### config.mk
export PLATFORM = sky130hd
export DESIGN_NAME = mvau_weight_seq
export DESIGN_NICKNAME = d
export VERILOG_FILES = /design/src/rtl/mvau_weight_seq.sv
export SDC_FILE = /design/constraint.sdc
export NUM_CORES = 1
export LEC_CHECK = 0
export BUFFER_PORTS_ARGS = -buffer_cell sky130_fd_sc_hd__buf_2
export CAP_MARGIN = 10
export CORE_ASPECT_RATIO = 0.6
export CORE_UTILIZATION = 55
export DETAILED_ROUTE_END_ITERATION = 10
export PLACE_DENSITY = 0.73
export SLEW_MARGIN = 10
export SYNTH_ARGS = -nofsm -noshare
export SYNTH_HDL_FRONTEND = slang
export SYNTH_SLANG_ARGS = --single-unit
### constraint.sdc
create_clock -name aclk -period 6.05 [get_ports aclk]
set_input_delay 1.21 -clock aclk [delete_from_list [all_inputs] [get_ports aclk]]
set_output_delay 1.21 -clock aclk [all_outputs]
set_load 0.02 [all_outputs]
### src/rtl/mvau_weight_seq.sv
// Weight-stream sequencer for an MVAU: walks weight memory (sf inner, nf outer, rep outermost)
// through a 2-entry skid FIFO. Optional stall counter port enabled by MVAU_WSEQ_STALL_CNT_EN.
module mvau_weight_seq #(
    parameter int unsigned SIMD         = 2,
    parameter int unsigned TW           = 1,
    parameter int unsigned SF           = 2,
    parameter int unsigned NF           = 2,
    parameter int unsigned WMEM_ADDR_BW = 4,
    parameter int unsigned REP_BW       = 16
) (
    input  logic                    aclk,
    input  logic                    aresetn,
    input  logic                    start,
    input  logic [REP_BW-1:0]       num_reps,
    output logic                    busy,
    output logic                    done,
    output logic [WMEM_ADDR_BW-1:0] wmem_addr,
    input  logic [SIMD*TW-1:0]      wmem_in,
    output logic [SIMD*TW-1:0]      wgt_data,
    output logic                    wgt_valid,
    input  logic                    wgt_ready,
    output logic                    wgt_sf_last,
    output logic                    wgt_nf_last
`ifdef MVAU_WSEQ_STALL_CNT_EN
    ,
    output logic [31:0]             stall_cnt
`endif
);

    localparam int unsigned DW   = SIMD * TW;
    localparam int unsigned SF_W = (SF > 1) ? $clog2(SF) : 1;
    localparam int unsigned NF_W = (NF > 1) ? $clog2(NF) : 1;
    localparam logic [SF_W-1:0]         SF_LAST   = SF_W'(SF - 1);
    localparam logic [NF_W-1:0]         NF_LAST   = NF_W'(NF - 1);
    localparam logic [WMEM_ADDR_BW-1:0] ADDR_LAST = WMEM_ADDR_BW'(SF * NF - 1);

    typedef enum logic [1:0] {IDLE, RUN, DRAIN} state_t;

    state_t                  state_q, state_d;
    logic [SF_W-1:0]         sf_q, sf_d;
    logic [NF_W-1:0]         nf_q, nf_d;
    logic [REP_BW-1:0]       rep_q, rep_d;
    logic [REP_BW-1:0]       reps_q, reps_d;
    logic [WMEM_ADDR_BW-1:0] addr_q, addr_d;
    logic                    done_q, done_d;

    // Read issued last cycle; its data and tags land in the FIFO this cycle.
    logic                    rd_q, rd_sfl_q, rd_nfl_q;

    logic [DW-1:0]           fifo_data_q [2];
    logic [1:0]              fifo_sfl_q, fifo_nfl_q;
    logic                    wr_ptr_q, rd_ptr_q;
    logic [1:0]              occ_q;

    logic                    start_acc, issue, pop, fin_pop;
    logic                    tag_sfl, tag_nfl, last_rd;
    logic [2:0]              level;

    always_comb begin
        start_acc = (state_q == IDLE) && start;
        pop       = (occ_q != 2'd0) && wgt_ready;
        level     = 3'(occ_q) + 3'(rd_q) - 3'(pop);
        tag_sfl   = (sf_q == SF_LAST);
        tag_nfl   = tag_sfl && (nf_q == NF_LAST);
        last_rd   = tag_nfl && (rep_q == reps_q - REP_BW'(1));
        fin_pop   = pop && (occ_q == 2'd1) && !rd_q;
    end

    always_ff @(posedge aclk or negedge aresetn) begin
        if (!aresetn) state_q <= IDLE;
        else          state_q <= state_d;
    end

    always_comb begin
        state_d = state_q;
        case (state_q)
            IDLE:    if (start && (num_reps != '0)) state_d = RUN;
            RUN:     if (issue && last_rd)           state_d = DRAIN;
            DRAIN:   if (fin_pop)                    state_d = IDLE;
            default: state_d = IDLE;
        endcase
    end

    always_comb begin
        busy        = (state_q != IDLE);
        issue       = (state_q == RUN) && (level < 3'd2);
        wgt_valid   = (occ_q != 2'd0);
        wgt_data    = wgt_valid ? fifo_data_q[rd_ptr_q] : '0;
        wgt_sf_last = wgt_valid && fifo_sfl_q[rd_ptr_q];
        wgt_nf_last = wgt_valid && fifo_nfl_q[rd_ptr_q];
        wmem_addr   = addr_q;
        done        = done_q;
        done_d      = (start_acc && (num_reps == '0)) || ((state_q == DRAIN) && fin_pop);
    end

    always_comb begin
        sf_d   = sf_q;
        nf_d   = nf_q;
        rep_d  = rep_q;
        reps_d = reps_q;
        addr_d = addr_q;
        if (start_acc) begin
            sf_d   = '0;
            nf_d   = '0;
            rep_d  = '0;
            addr_d = '0;
            reps_d = num_reps;
        end else if (issue) begin
            addr_d = (addr_q == ADDR_LAST) ? '0 : addr_q + WMEM_ADDR_BW'(1);
            if (tag_sfl) begin
                sf_d = '0;
                if (nf_q == NF_LAST) begin
                    nf_d  = '0;
                    rep_d = rep_q + REP_BW'(1);
                end else begin
                    nf_d = nf_q + NF_W'(1);
                end
            end else begin
                sf_d = sf_q + SF_W'(1);
            end
        end
    end

    always_ff @(posedge aclk or negedge aresetn) begin
        if (!aresetn) begin
            sf_q           <= '0;
            nf_q           <= '0;
            rep_q          <= '0;
            reps_q         <= '0;
            addr_q         <= '0;
            done_q         <= 1'b0;
            rd_q           <= 1'b0;
            rd_sfl_q       <= 1'b0;
            rd_nfl_q       <= 1'b0;
            fifo_data_q[0] <= '0;
            fifo_data_q[1] <= '0;
            fifo_sfl_q     <= '0;
            fifo_nfl_q     <= '0;
            wr_ptr_q       <= 1'b0;
            rd_ptr_q       <= 1'b0;
            occ_q          <= '0;
        end else begin
            sf_q     <= sf_d;
            nf_q     <= nf_d;
            rep_q    <= rep_d;
            reps_q   <= reps_d;
            addr_q   <= addr_d;
            done_q   <= done_d;
            rd_q     <= issue;
            rd_sfl_q <= issue && tag_sfl;
            rd_nfl_q <= issue && tag_nfl;
            // Issue gating keeps occupancy + in-flight <= 2, so a push never meets a full FIFO.
            if (rd_q) begin
                fifo_data_q[wr_ptr_q] <= wmem_in;
                fifo_sfl_q[wr_ptr_q]  <= rd_sfl_q;
                fifo_nfl_q[wr_ptr_q]  <= rd_nfl_q;
                wr_ptr_q              <= ~wr_ptr_q;
            end
            if (pop) rd_ptr_q <= ~rd_ptr_q;
            occ_q <= occ_q + 2'(rd_q) - 2'(pop);
        end
    end

`ifdef MVAU_WSEQ_STALL_CNT_EN
    logic [31:0] stall_cnt_q;

    always_ff @(posedge aclk or negedge aresetn) begin
        if (!aresetn)                                           stall_cnt_q <= '0;
        else if (start_acc)                                     stall_cnt_q <= '0;
        else if (wgt_valid && !wgt_ready && (stall_cnt_q != '1)) stall_cnt_q <= stall_cnt_q + 32'd1;
    end

    assign stall_cnt = stall_cnt_q;
`endif

endmodule

**Yosys cells after proc, flatten, opt, wreduce, memory -nomap -nowiden**

Cells that the tools add are included.

- Bits of input ports: 22
- Flip-flop bits (word level): 56

- Bitwise gates (word level): 4
- Muxes and demuxes: 33
- Equal/unequal tests: 8
- Magnitude comparators: 7
- Reductions and logical operators: 30
- $add $sub $neg: 9

Operator list:

| kind | number |
|---|---|
| $mux W16 | 4 |
| $logic_and A1 B1 Y1 | 17 |
| $add A16 B1 Y16 const B | 1 |
| $eq A16 B16 Y1 | 1 |
| $logic_not A16 Y1 | 1 |
| $mux W2 | 8 |
| $reduce_bool A16 Y1 | 1 |
| $sub A16 B1 Y16 const B | 1 |
| $mux W1 | 12 |
| $mux W4 | 3 |
| $reduce_bool A2 Y1 | 5 |
| $pmux W2 S3 | 1 |
| $reduce_and A3 Y1 | 2 |
| $add A4 B1 Y4 const B | 1 |
| $bwmux W2 | 2 |
| $bwmux W4 | 1 |
| $eq A2 B1 Y1 const B | 2 |
| $eq A4 B2 Y1 const B | 1 |
| $ge A2 B2 Y1 const B | 2 |
| $lt A1 B2 Y1 const B | 2 |
| $ne A2 B2 Y1 const B | 2 |
| $not A1 Y2 | 2 |
| $add A2 B1 Y3 | 1 |
| $lt A3 B2 Y1 const B | 1 |
| 15 further kinds | 17 |

**Longest topological paths before layout**

Gate-level depths: netlist (run 1).

- Word-level depth: 8
- Mapped depth: 13

**Worst setup path before layout (run 1)**

Ideal clock, no wire load.

- Path type: input to register
- Start: in wgt_ready
- End: reg state_q[1]
- Setup time: 66 ps
- Required time: 5984 ps
- Slack: 2421 ps
- Cell stages on the path: 12
- Arrival time: 3563 ps
- Path through: nor2b_1 -> ha_1 -> inv_1 -> ha_1 -> inv_1 -> fa_1 -> and2_1 -> and4_1 -> nand3b_1 -> or4_1 -> nor4_2 -> a31o_1

- Cells in the longest elaborated chain, start to end: 7
- Elaborated cells between the ends (all ways): 10
- Those cells by class: add/sub: 1; order compare: 1; eq/ne: 2; reduce/logical: 6

RTL lines:

| item | RTL line | RTL |
|---|---|---|
| start: declaration | 21 | `input logic wgt_ready,` |
| $logic_and A1 B1 Y1 * | 61 | `pop = (occ_q != 2'd0) && wgt_ready;` |
| $sub A3 B1 Y3 | 62 | `level = 3'(occ_q) + 3'(rd_q) - 3'(pop);` |
| $lt A3 B2 Y1 | 86 | `issue = (state_q == RUN) && (level < 3'd2);` |
| $logic_and A1 B1 Y1 | 86 |  |
| $logic_and A1 B1 Y1 | 78 | `RUN: if (issue && last_rd) state_d = DRAIN;` |
| $ne A2 B2 Y1 (no line) | n/a |  |
| $reduce_and A3 Y1 (no line) * | n/a |  |
| end signal: assignment | 71 | `else state_q <= state_d;` |
| end: declaration | 39 | `state_t state_q, state_d;` |

Mark *: on every way between the ends. The rest lies on a longest branch, timed or not.
A chain may end at the register's enable or synchronous reset.

**Worst setup path after layout (run 1)**

- Start: in wgt_ready
- End: reg state_q[1]

- Cells in the longest elaborated chain, start to end: 7
- Elaborated cells between the ends (all ways): 10
- Those cells by class: add/sub: 1; order compare: 1; eq/ne: 2; reduce/logical: 6

RTL lines:

| item | RTL line | RTL |
|---|---|---|
| $logic_and A1 B1 Y1 * | 61 |  |
| named net pop | 55 | `logic start_acc, issue, pop, fin_pop;` |
| $sub A3 B1 Y3 | 62 |  |
| $lt A3 B2 Y1 | 86 |  |
| $logic_and A1 B1 Y1 | 86 |  |
| $logic_and A1 B1 Y1 | 78 |  |
| $ne A2 B2 Y1 (no line) | n/a |  |
| $reduce_and A3 Y1 (no line) * | n/a |  |

Mark *: on every way through the listed nets, which the timed path passes. The rest lies on a longest branch.

==> results of run 1 <==
-- flip-flops by register name (all words and copies together), names as in the netlist --
name,cells
done,1
fifo_data_q,4
fifo_nfl_q,2
fifo_sfl_q,2
nf_q,1
occ_q,2
rd_nfl_q,1
rd_ptr_q,1
rd_q,1
rd_sfl_q,1
rep_q,16
reps_q,16
sf_q,1
state_q,2
wmem_addr,4
wr_ptr_q,1
-- cells in the final DEF, fill, tap and decap left out, types with 2 or more instances in the layout --
| master | instances |
|---|---|
| or4_1 | 2 |
| mux2_2 | 22 |
| nand3b_1 | 4 |
| and3_1 | 6 |
| xnor2_1 | 21 |
| nand3_1 | 4 |
| clkbuf_8 | 5 |
| buf_4 | 2 |
| nor2b_1 | 5 |
| mux2i_1 | 8 |
| dfrtp_1 | 56 |
| or2_2 | 2 |
| and2_1 | 2 |
| nand4_1 | 11 |
| ha_1 | 5 |
| buf_2 | 32 |
| nand2_1 | 11 |
| o21ai_0 | 7 |
| nor3_1 | 7 |
| o211ai_1 | 2 |
| a21oi_1 | 9 |
| nor4_1 | 6 |
| xor2_1 | 16 |
| or3_1 | 6 |
| inv_1 | 11 |
| nor2_1 | 35 |
-- layout make-up --
type                    count  area, um2  share of cell area
well taps                  66      82.58             0.02477
inverters                  11      41.29             0.01238
flip-flops and latches     56       1401              0.4203
multi-input cells         211       1519              0.4555
repair buffers             34      175.2             0.05253
clock inverters             3      46.29             0.01388
clock buffers               5      68.82             0.02064
-- per-layer routing --
| metal | up-vias | part of all wire | track usage |
|---|---|---|---|
| li1 | 1078 | - | - |
| met2 | 71 | 0.38 | 0.3217 |
| met3 | 4 | 0.070 | 0.04953 |
| met1 | 1055 | 0.54 | 0.3849 |
| met4 | 0 | 0.0048 | 0.04412 |
| met5 | - | 0 | 0 |
-- critical path, cell delays in order --
cell,delay [ns]
buf_2,0.10
nor2b_1,0.22
ha_1,0.27
inv_1,0.06
ha_1,0.13
inv_1,0.05
fa_1,0.52
and2_1,0.13
and4_1,0.52
nand3b_1,0.11
or4_1,0.49
nor4_2,0.20
a31o_1,0.19
-- stage by stage --
step           total power (W)  cells
2_1_floorplan         0.001080    290
3_3_place_gp          0.001209    378
3_5_place_dp          0.001229    378
4_1_cts               0.001485    386
5_1_grt               0.001585    386
6_report              0.001479    386
-- cells by family after synthesis --
family / synth area share
simple gates: 0.1998
flops: 0.4663
xor+xnor: 0.1078
mux: 0.1091
compound gates: 0.06037
buf+inv: 0.02914
fa+ha+maj: 0.02748
-- power breakdown --
group | internal [W] | switching [W] | total, W
clock | 0.000125 | 0.000126 | 0.000251
combinational | 0.000280 | 0.000294 | 0.000573
sequential | 0.000496 | 0.000158 | 0.000655
total | 0.000901 | 0.000578 | 0.00148
-- how the worst min path moves through the flow --
stage / from / end / slack (ns) / cells past startpoint
3_3_place_gp: state_q[0] / done / 0.46 / 1
6_report: state_q[0] / done / 0.47 / 1
5_1_grt: state_q[0] / done / 0.49 / 1
3_5_place_dp: state_q[0] / done / 0.46 / 1
4_1_cts: state_q[0] / done / 0.47 / 1
2_1_floorplan: state_q[0] / done / 0.43 / 1
==> results.json, run 1 <==
{
  "crit_arrival_ns": 4.19,
  "slew-limit-headroom": 0.5446,
  "cts_buffer_depth": 2,
  "status": "complete, no violations",
  "cellPowerDensity_nw_per_um2": 443.6,
  "post_cts_buffers": 0,
  "timing.fmax_ghz": 0.2538,
  "yosysSeqAreaShare": 0.4663,
  "area_growth_syn_to_layout_pct": 10.95,
  "syn_area_um2": 3005,
  "rr_startpoint": "occ_q[1]",
  "end_kind": "flip-flop",
  "dr.first_iter.drc_count": 88,
  "post-place-ws_ns": 1.791,
  "hold_viol_final": 0,
  "synth_commonest_cells": "56 x dfrtp_1, 36 x nor2_1, 22 x mux2_2",
  "drv_slew": 0,
  "htree_levels": 2,
  "viasPerCell": 5.720,
  "synth_flop_cell": "dfrtp_1",
  "dpl_cell_area_um2": 3219,
  "portBuffers": 32,
  "antenna_found_initial": 0,
  "first_global_vias": 2094,
  "rsz0062_at_grt": "false",
  "ir_worst_vdd_mv": 0.2446,
  "cp-startpoint": "wgt_ready",
  "fin_crit_ns": 3.940,
  "design_area_um2": 3334,
  "synth_area_per_cell_um2": 10.36,
  "fin_crit_sh": 0.6512,
  "start_kind": "primary input",
  "cp_max_fo": 13,
  "ys_types": 45,
  "ys_async_sr_fraction": 1.000,
  "worst-r2r-cell-count": 13,
  "hold-worst-slack_ns": 0.4687,
  "start_util": 0.5830,
  "dieWidth_um": 97.43,
  "maxCapViolCount": 0,
  "drive_above_1_share": 0.2250,
  "synth_warnings": 0,
  "synth_nets": 318,
  "numClockSinks": 56,
  "cts_tree": "yes",
  "tightest_slew_ns": 0.6831,
  "worstPathRequired_ns": 6.30,
  "antenna_cells": 0,
  "clk_latency_ns": 0.31,
  "fin_tns_setup_ns": 0,
  "ant_nets": 0,
  "vias": 2208,
  "r2r_slack_ns": 2.32,
  "final.setup.worst_slack_ns": 2.110,
  "die_h_um": 59.26,
  "synth_edf_count": 0,
  "drc": 0,
  "synth_cells": 290,
  "endpoint": "state_q[1]",
  "fp.dieArea_um2": 5774,
  "synthTopCellsByArea": "dfrtp_1 47%, mux2_2 8.2%, xnor2_1 6.1%",
  "yosysMostFrequentCell": "dfrtp_1",
  "grt_overflow": 0,
  "cts_hold_buf": 0,
  "setup-violations-final": 0,
  "skew_ns": 0.006552,
  "postCtsResizedCells": 0,
  "routedWlPerCell_um": 16.08,
  "wl_mm": 6.207,
  "io_pins": 33,
  "track_usage": 0.2369,
  "fin_nets": 347,
  "rows": 20,
  "grt_max_degree": 57,
  "critical_path_class": "primary input to flip-flop",
  "cts_buffers": 5,
  "r2r_end": "state_q[1]",
  "detailed_place_hpwl_mm": 4.465,
  "yosysTopAreaCell": "dfrtp_1",
  "clk_pin_slew_ns": 0.10,
  "ctsRootBufferMaster": "clkbuf_8",
  "min_path_type": "flip-flop to flip-flop",
  "yosysTopAreaCellShare": 0.4663,
  "gp_congestion": 0.8552,
  "grt_first_pass_wirelength_mm": 10.49,
  "synth-seq-cells": 56,
  "final_core_util": 0.6468,
  "fill_cells": 424,
  "first_pass_iters": 4,
  "coreArea_um2": 5155,
  "p_leak_nw": 1.456
}
Note: power is estimated with default switching activity, not from simulation.
==> run 2: changes to the inputs <==
--- a/config.mk
+++ b/config.mk
@@ -5,10 +5,11 @@
 export SDC_FILE = /design/constraint.sdc
 export NUM_CORES = 1
 export LEC_CHECK = 0
+export ABC_AREA = 1
 export BUFFER_PORTS_ARGS = -buffer_cell sky130_fd_sc_hd__buf_2
 export CAP_MARGIN = 10
 export CORE_ASPECT_RATIO = 0.6
-export CORE_UTILIZATION = 55
+export CORE_UTILIZATION = 53
 export DETAILED_ROUTE_END_ITERATION = 10
 export PLACE_DENSITY = 0.73
 export SLEW_MARGIN = 10
==> constraint.sdc (replaced) <==
create_clock -name aclk -period 3.25 [get_ports aclk]
set_input_delay 0.65 -clock aclk [delete_from_list [all_inputs] [get_ports aclk]]
set_output_delay 0.65 -clock aclk [all_outputs]
set_load 0.02 [all_outputs]
==> results.json, run 2 <==
{
  "area_growth_syn_to_layout_pct": 11.48,
  "crit_arrival_ns": 3.20,
  "dr.first_iter.drc_count": 320,
  "yosysTopAreaCellShare": 0.4286,
  "dieWidth_um": 103.4,
  "setup-violations-final": 0,
  "vias": 2938,
  "cts_hold_buf": 0,
  "p_leak_nw": 1.855,
  "synth_area_per_cell_um2": 7.347,
  "fill_cells": 514,
  "synth-simple-area-share": 0.3387,
  "io_pins": 33,
  "htree_levels": 2,
  "drc": 0,
  "drv_slew": 0,
  "coreArea_um2": 5754,
  "synth_nets": 473,
  "yosysTopAreaCell": "dfrtp_1",
  "fp.dieArea_um2": 6497,
  "first_global_vias": 2519,
  "end_kind": "flip-flop",
  "rsz0062_at_grt": "false",
  "synth_commonest_cells": "145 x nand2_1, 56 x dfrtp_1, 54 x inv_1",
  "ctsRootBufferMaster": "clkbuf_8",
  "final_common_cell": "nand2_1",
  "antenna_cells": 0,
  "antenna_found_initial": 0,
  "skew_ns": 0.01137,
  "fin_crit_ns": 2.939,
  "top_regs": "rep_q x16, reps_q x16",
  "synth_compound_area_frac": 0.08879,
  "ys_async_sr_fraction": 1.000,
  "synth_warnings": 0,
  "synth_edf_count": 0,
  "first_pass_iters": 7,
  "status": "complete, no violations",
  "cts_buffer_depth": 2,
  "yosysSeqAreaShare": 0.4286,
  "worstPathRequired_ns": 3.51,
  "track_usage": 0.2549,
  "final.setup.worst_slack_ns": 0.3112,
  "start_util": 0.5682,
  "post-place-ws_ns": 0.2810,
  "fin_nets": 511,
  "portBuffers": 32,
  "maxCapViolCount": 0,
  "routedWlPerCell_um": 13.29,
  "grt_overflow": 0,
  "cts_buffers": 5,
  "die_h_um": 62.84,
  "design_area_um2": 3645,
  "clk_pin_slew_ns": 0.10,
  "synthAdderAreaFrac": 0.02526,
  "cts_tree": "yes",
  "syn_area_um2": 3269,
  "numClockSinks": 56,
  "layout_common_cells": "145 x nand2_1, 56 x dfrtp_1, 54 x inv_1, 44 x nor2_1, 32 x buf_2",
  "ir_worst_vdd_mv": 0.6017,
  "drive_above_1_share": 0.1364,
  "grt_first_pass_wirelength_mm": 12.38,
  "timing.fmax_ghz": 0.3403,
  "synth-xor-area-share": 0.04248,
  "fin_crit_sh": 0.9043,
  "final_core_util": 0.6334,
  "grt_max_degree": 43,
  "synth_cells": 445,
  "synth-seq-cells": 56,
  "wl_mm": 7.494,
  "hold_viol_final": 0,
  "fin_tns_setup_ns": 0,
  "ys_types": 38,
  "min_path_type": "primary input to asynchronous set/reset pin",
  "slew-limit-headroom": 0.3734,
  "clk_latency_ns": 0.32,
  "critical_path_class": "flip-flop to flip-flop",
  "rows": 21,
  "synth.area.mux_share": 0,
  "yosysMostFrequentCell": "nand2_1",
  "synthTopCellsByArea": "dfrtp_1 43%, nand2_1 17%, inv_1 6.2%",
  "cp_max_fo": 7,
  "synth_top_family_by_area": "simple AND/OR/NAND/NOR gates",
  "cellPowerDensity_nw_per_um2": 737.0,
  "synth_flop_cell": "dfrtp_1",
  "detailed_place_hpwl_mm": 5.716,
  "gp_congestion": 0.8900,
  "viasPerCell": 5.209,
  "ant_nets": 0,
  "start_kind": "flip-flop",
  "dpl_cell_area_um2": 3543,
  "tightest_slew_ns": 0.9400
}
## run 2: changes by cell type in the layout (fill, tap and decap cells not counted), moves of 9 or more
cell | before | now
nand2_1 | 11 | 145
inv_1 | 11 | 54
mux2_2 | 22 | 0
o21ai_0 | 7 | 29
nand3_1 | 4 | 19
xnor2_1 | 21 | 6
nor2_1 | 35 | 44
## run 2: final timing paths
kind	slack [ns]	startpoint	cells after the start	end
max in group asynchronous	2.10	aresetn	2	reps_q[9]
min	0.47	aresetn	1	rep_q[2]
min reg2reg	0.50	fifo_sfl_q[0]	2	fifo_sfl_q[0]
max reg2reg	0.31	occ_q[1]	17	rep_q[11]
min in group aclk	0.50	fifo_sfl_q[0]	2	fifo_sfl_q[0]
max	0.31	occ_q[1]	17	rep_q[11]
## run 2: critical path: stages (launching register included)
cell and delay, ns:
dfrtp_1 0.47, nor2_2 0.16, inv_1 0.06, nand2_1 0.08, inv_1 0.05, ha_1 0.26, inv_1 0.06, ha_1 0.13
inv_1 0.05, fa_1 0.40, xnor2_2 0.25, nand3b_4 0.19, nor2_4 0.17, nand2_4 0.08, nor2_4 0.10, nand2_2 0.08
a21oi_1 0.14, o21a_1 0.14
## run 2: logic make-up after synthesis
logic type | Yosys count
flops | 56
xor+xnor | 15
simple gates | 249
buf+inv | 66
compound gates | 53
fa+ha+maj | 6
## run 2: metal layers
layer / track usage / part of all wire / vias to the layer above
met4: 0.07394 / 0.011 / 0
met3: 0.05034 / 0.093 / 8
met2: 0.3377 / 0.39 / 113
li1: - / - / 1486
met5: 0 / 0 / -
met1: 0.4109 / 0.51 / 1331
## run 2: metrics by stage
step | hold WS (ns) | total power (W) | cells
6_report | 0.4667 | 0.002686 | 564
5_1_grt | 0.5349 | 0.002922 | 564
4_1_cts | 0.4926 | 0.002691 | 564
3_5_place_dp | 0.4781 | 0.002281 | 556
3_3_place_gp | 0.4660 | 0.002239 | 556
2_1_floorplan | 0.3544 | 0.001953 | 445
## run 2: area by class of cell
| cell class | instances | area (um2) | area share |
|---|---|---|---|
| clock buffers | 7 | 86.33 | 0.02369 |
| clock inverters | 1 | 7.507 | 0.002060 |
| inverters | 60 | 225.2 | 0.06179 |
| multi-input cells | 323 | 1627 | 0.4463 |
| flip-flops and latches | 56 | 1401 | 0.3845 |
| well taps | 80 | 100.1 | 0.02746 |
| repair buffers | 37 | 197.7 | 0.05424 |
## run 2: report_power, final
group	switching, W	leakage (nW)	internal, W	total, W
Clock	0.000232	0.0445	0.000174	0.000405
Sequential	0.000196	0.721	0.000905	0.00110
Combinational	0.000747	1.09	0.000433	0.00118
## run 2: repair_timing
action                     CTS  global route
resized for setup            0             2
setup buffers                0             0
setup endpoints to repair    0             1
==> run 3: changes to the inputs <==
--- a/config.mk
+++ b/config.mk
@@ -9,9 +9,10 @@
 export BUFFER_PORTS_ARGS = -buffer_cell sky130_fd_sc_hd__buf_2
 export CAP_MARGIN = 10
 export CORE_ASPECT_RATIO = 0.6
-export CORE_UTILIZATION = 53
+export CORE_MARGIN = 2
+export CORE_UTILIZATION = 55
 export DETAILED_ROUTE_END_ITERATION = 10
-export PLACE_DENSITY = 0.73
+export PLACE_DENSITY = 0.72
 export SLEW_MARGIN = 10
 export SYNTH_ARGS = -nofsm -noshare
 export SYNTH_HDL_FRONTEND = slang
==> constraint.sdc (replaced) <==
create_clock -name aclk -period 3.2 [get_ports aclk]
set_input_delay 0.64 -clock aclk [delete_from_list [all_inputs] [get_ports aclk]]
set_output_delay 0.64 -clock aclk [all_outputs]
set_load 0.02 [all_outputs]
==> results.json, run 3 (same netlist as run 2, synthesis figures left out) <==
{
  "slew-limit-headroom": 0.5188,
  "layoutNonFillerInstCount": 564,
  "start_kind": "flip-flop",
  "critical_path_class": "flip-flop to flip-flop",
  "rows": 21,
  "portBuffers": 32,
  "clk_latency_ns": 0.33,
  "r2r_slack_ns": 0.28,
  "coreArea_um2": 5649,
  "end_kind": "flip-flop",
  "drc": 0,
  "dr.first_iter.drc_count": 282,
  "multi_input_area_um2": 1619,
  "dp.cells": 555,
  "design_area_um2": 3704,
  "fill_cells": 508,
  "vias": 2940,
  "first_global_vias": 2708,
  "regArea_um2": 1403,
  "dieWidth_um": 103.5,
  "status": "complete, no violations",
  "die_h_um": 63.72,
  "tightest_slew_ns": 0.7218,
  "fp.dieArea_um2": 6597,
  "fin_nets": 511,
  "track_usage": 0.2537,
  "ant_nets": 0,
  "top_regs": "rep_q x16, reps_q x16",
  "timing.fmax_ghz": 0.3425,
  "worst-r2r-cell-count": 16,
  "cts_buffer_depth": 2,
  "worstPathRequired_ns": 3.42,
  "cts_tree": "yes",
  "grt_max_degree": 57,
  "crit_arrival_ns": 3.14,
  "final_core_util": 0.6556,
  "area_growth_syn_to_layout_pct": 13.28,
  "numClockSinks": 56,
  "setup-violations-final": 0,
  "io_pins": 33,
  "hold_viol_final": 0,
  "routedWlPerCell_um": 13.47,
  "dpl_cell_area_um2": 3536,
  "drive_above_1_share": 0.1364,
  "p_leak_nw": 1.888,
  "antenna_cells": 0,
  "gp_congestion": 0.8283,
  "first_pass_iters": 5,
  "min_path_type": "primary input to asynchronous set/reset pin",
  "clk_pin_slew_ns": 0.11,
  "antenna_found_initial": 0,
  "fin_crit_sh": 0.9125,
  "drv_slew": 0,
  "start_util": 0.5787,
  "maxCapViolCount": 0,
  "htree_levels": 2,
  "final_common_cell": "nand2_1",
  "grt_first_pass_wirelength_mm": 13.26,
  "layout_common_cells": "145 x nand2_1, 55 x dfrtp_1, 54 x inv_1, 45 x nor2_1, 32 x buf_2",
  "wl_mm": 7.598,
  "cts_hold_buf": 0,
  "fin_crit_ns": 2.920,
  "grt_overflow": 0,
  "viasPerCell": 5.213,
  "ctsRootBufferMaster": "clkbuf_8",
  "cellPowerDensity_nw_per_um2": 802.6,
  "cp_max_fo": 7,
  "rsz0062_at_grt": "false",
  "fin_tns_setup_ns": 0,
  "cts_buffers": 5,
  "detailed_place_hpwl_mm": 5.610,
  "ir_worst_vdd_mv": 0.5099,
  "skew_ns": 0.007805
}
==> run 3: cell types whose count changed in the layout (fill, tap and decap cells not counted) <==
cell	before	now
nor3_2	1	0
dfrtp_2	0	1
bufinv_16	0	3
clkbuf_8	6	5
clkinvlp_4	1	0
dfrtp_1	56	55
nor2_1	44	45
nor3_1	10	11
nor2_2	2	1
clkbuf_1	1	0
==> run 3: final timing paths <==
| path | startpoint | endpoint |
|---|---|---|
| setup reg to reg | occ_q[1] | rep_q[8] |
| max in group asynchronous | aresetn | occ_q[1] |
| min in group aclk | fifo_data_q[1] | fifo_data_q[1] |
| hold reg to reg | fifo_data_q[1] | fifo_data_q[1] |
| setup / recovery | occ_q[1] | rep_q[8] |
| hold / removal | aresetn | wmem_addr[1] |
==> run 3: stage by stage <==
stage / hold slack [ns] / power, W / worst slack, ns
3_5_place_dp: 0.4745 / 0.002319 / 0.1588
2_1_floorplan: 0.3444 / 0.001984 / 0.2910
6_report: 0.4358 / 0.002973 / 0.2800
3_3_place_gp: 0.4687 / 0.002275 / 0.3245
5_1_grt: 0.5098 / 0.003222 / 0.01950
4_1_cts: 0.4658 / 0.002966 / 0.2235
==> run 3: critical path, stage by stage (launching register included) <==
cell and delay [ns]:
dfrtp_2 0.42, nor2_1 0.13, inv_1 0.06, nand2_1 0.10, inv_1 0.07, ha_1 0.26, inv_1 0.06, ha_1 0.13
inv_1 0.05, fa_1 0.49, inv_2 0.06, nor2_4 0.13, nand3b_4 0.16, nor3_4 0.24, nand2_1 0.17, o21ai_0 0.20
a21oi_1 0.07
==> run 3: layout make-up <==
cell class,count,area share
multi-input cells,323,0.4372
flip-flops and latches,56,0.3787
inverters,60,0.06081
clock buffers,5,0.01858
well taps,80,0.02703
repair buffers,37,0.05338
clock inverters,3,0.02432
==> run 3: metal layers <==
metal	up-vias	wire (um)	global-route usage
met4	0	44	0.05068
met5	-	0	0
met1	1344	3934	0.3987
met3	8	563	0.05072
met2	96	3055	0.3601
li1	1492	-	-
==> run 3: power by group <==
group	switching, W	internal [W]	total, W	leakage [nW]
registers	0.000189	0.000920	0.00111	0.720
logic	0.000775	0.000445	0.00122	1.09
clock network	0.000252	0.000391	0.000643	0.0784
total	0.00122	0.00176	0.00297	1.89
==> run 3: what timing repair did <==
action	4_1_cts	5_1_grt
setup buffers	0	1
endpoints found under the setup margin	0	2
resized for setup	0	1
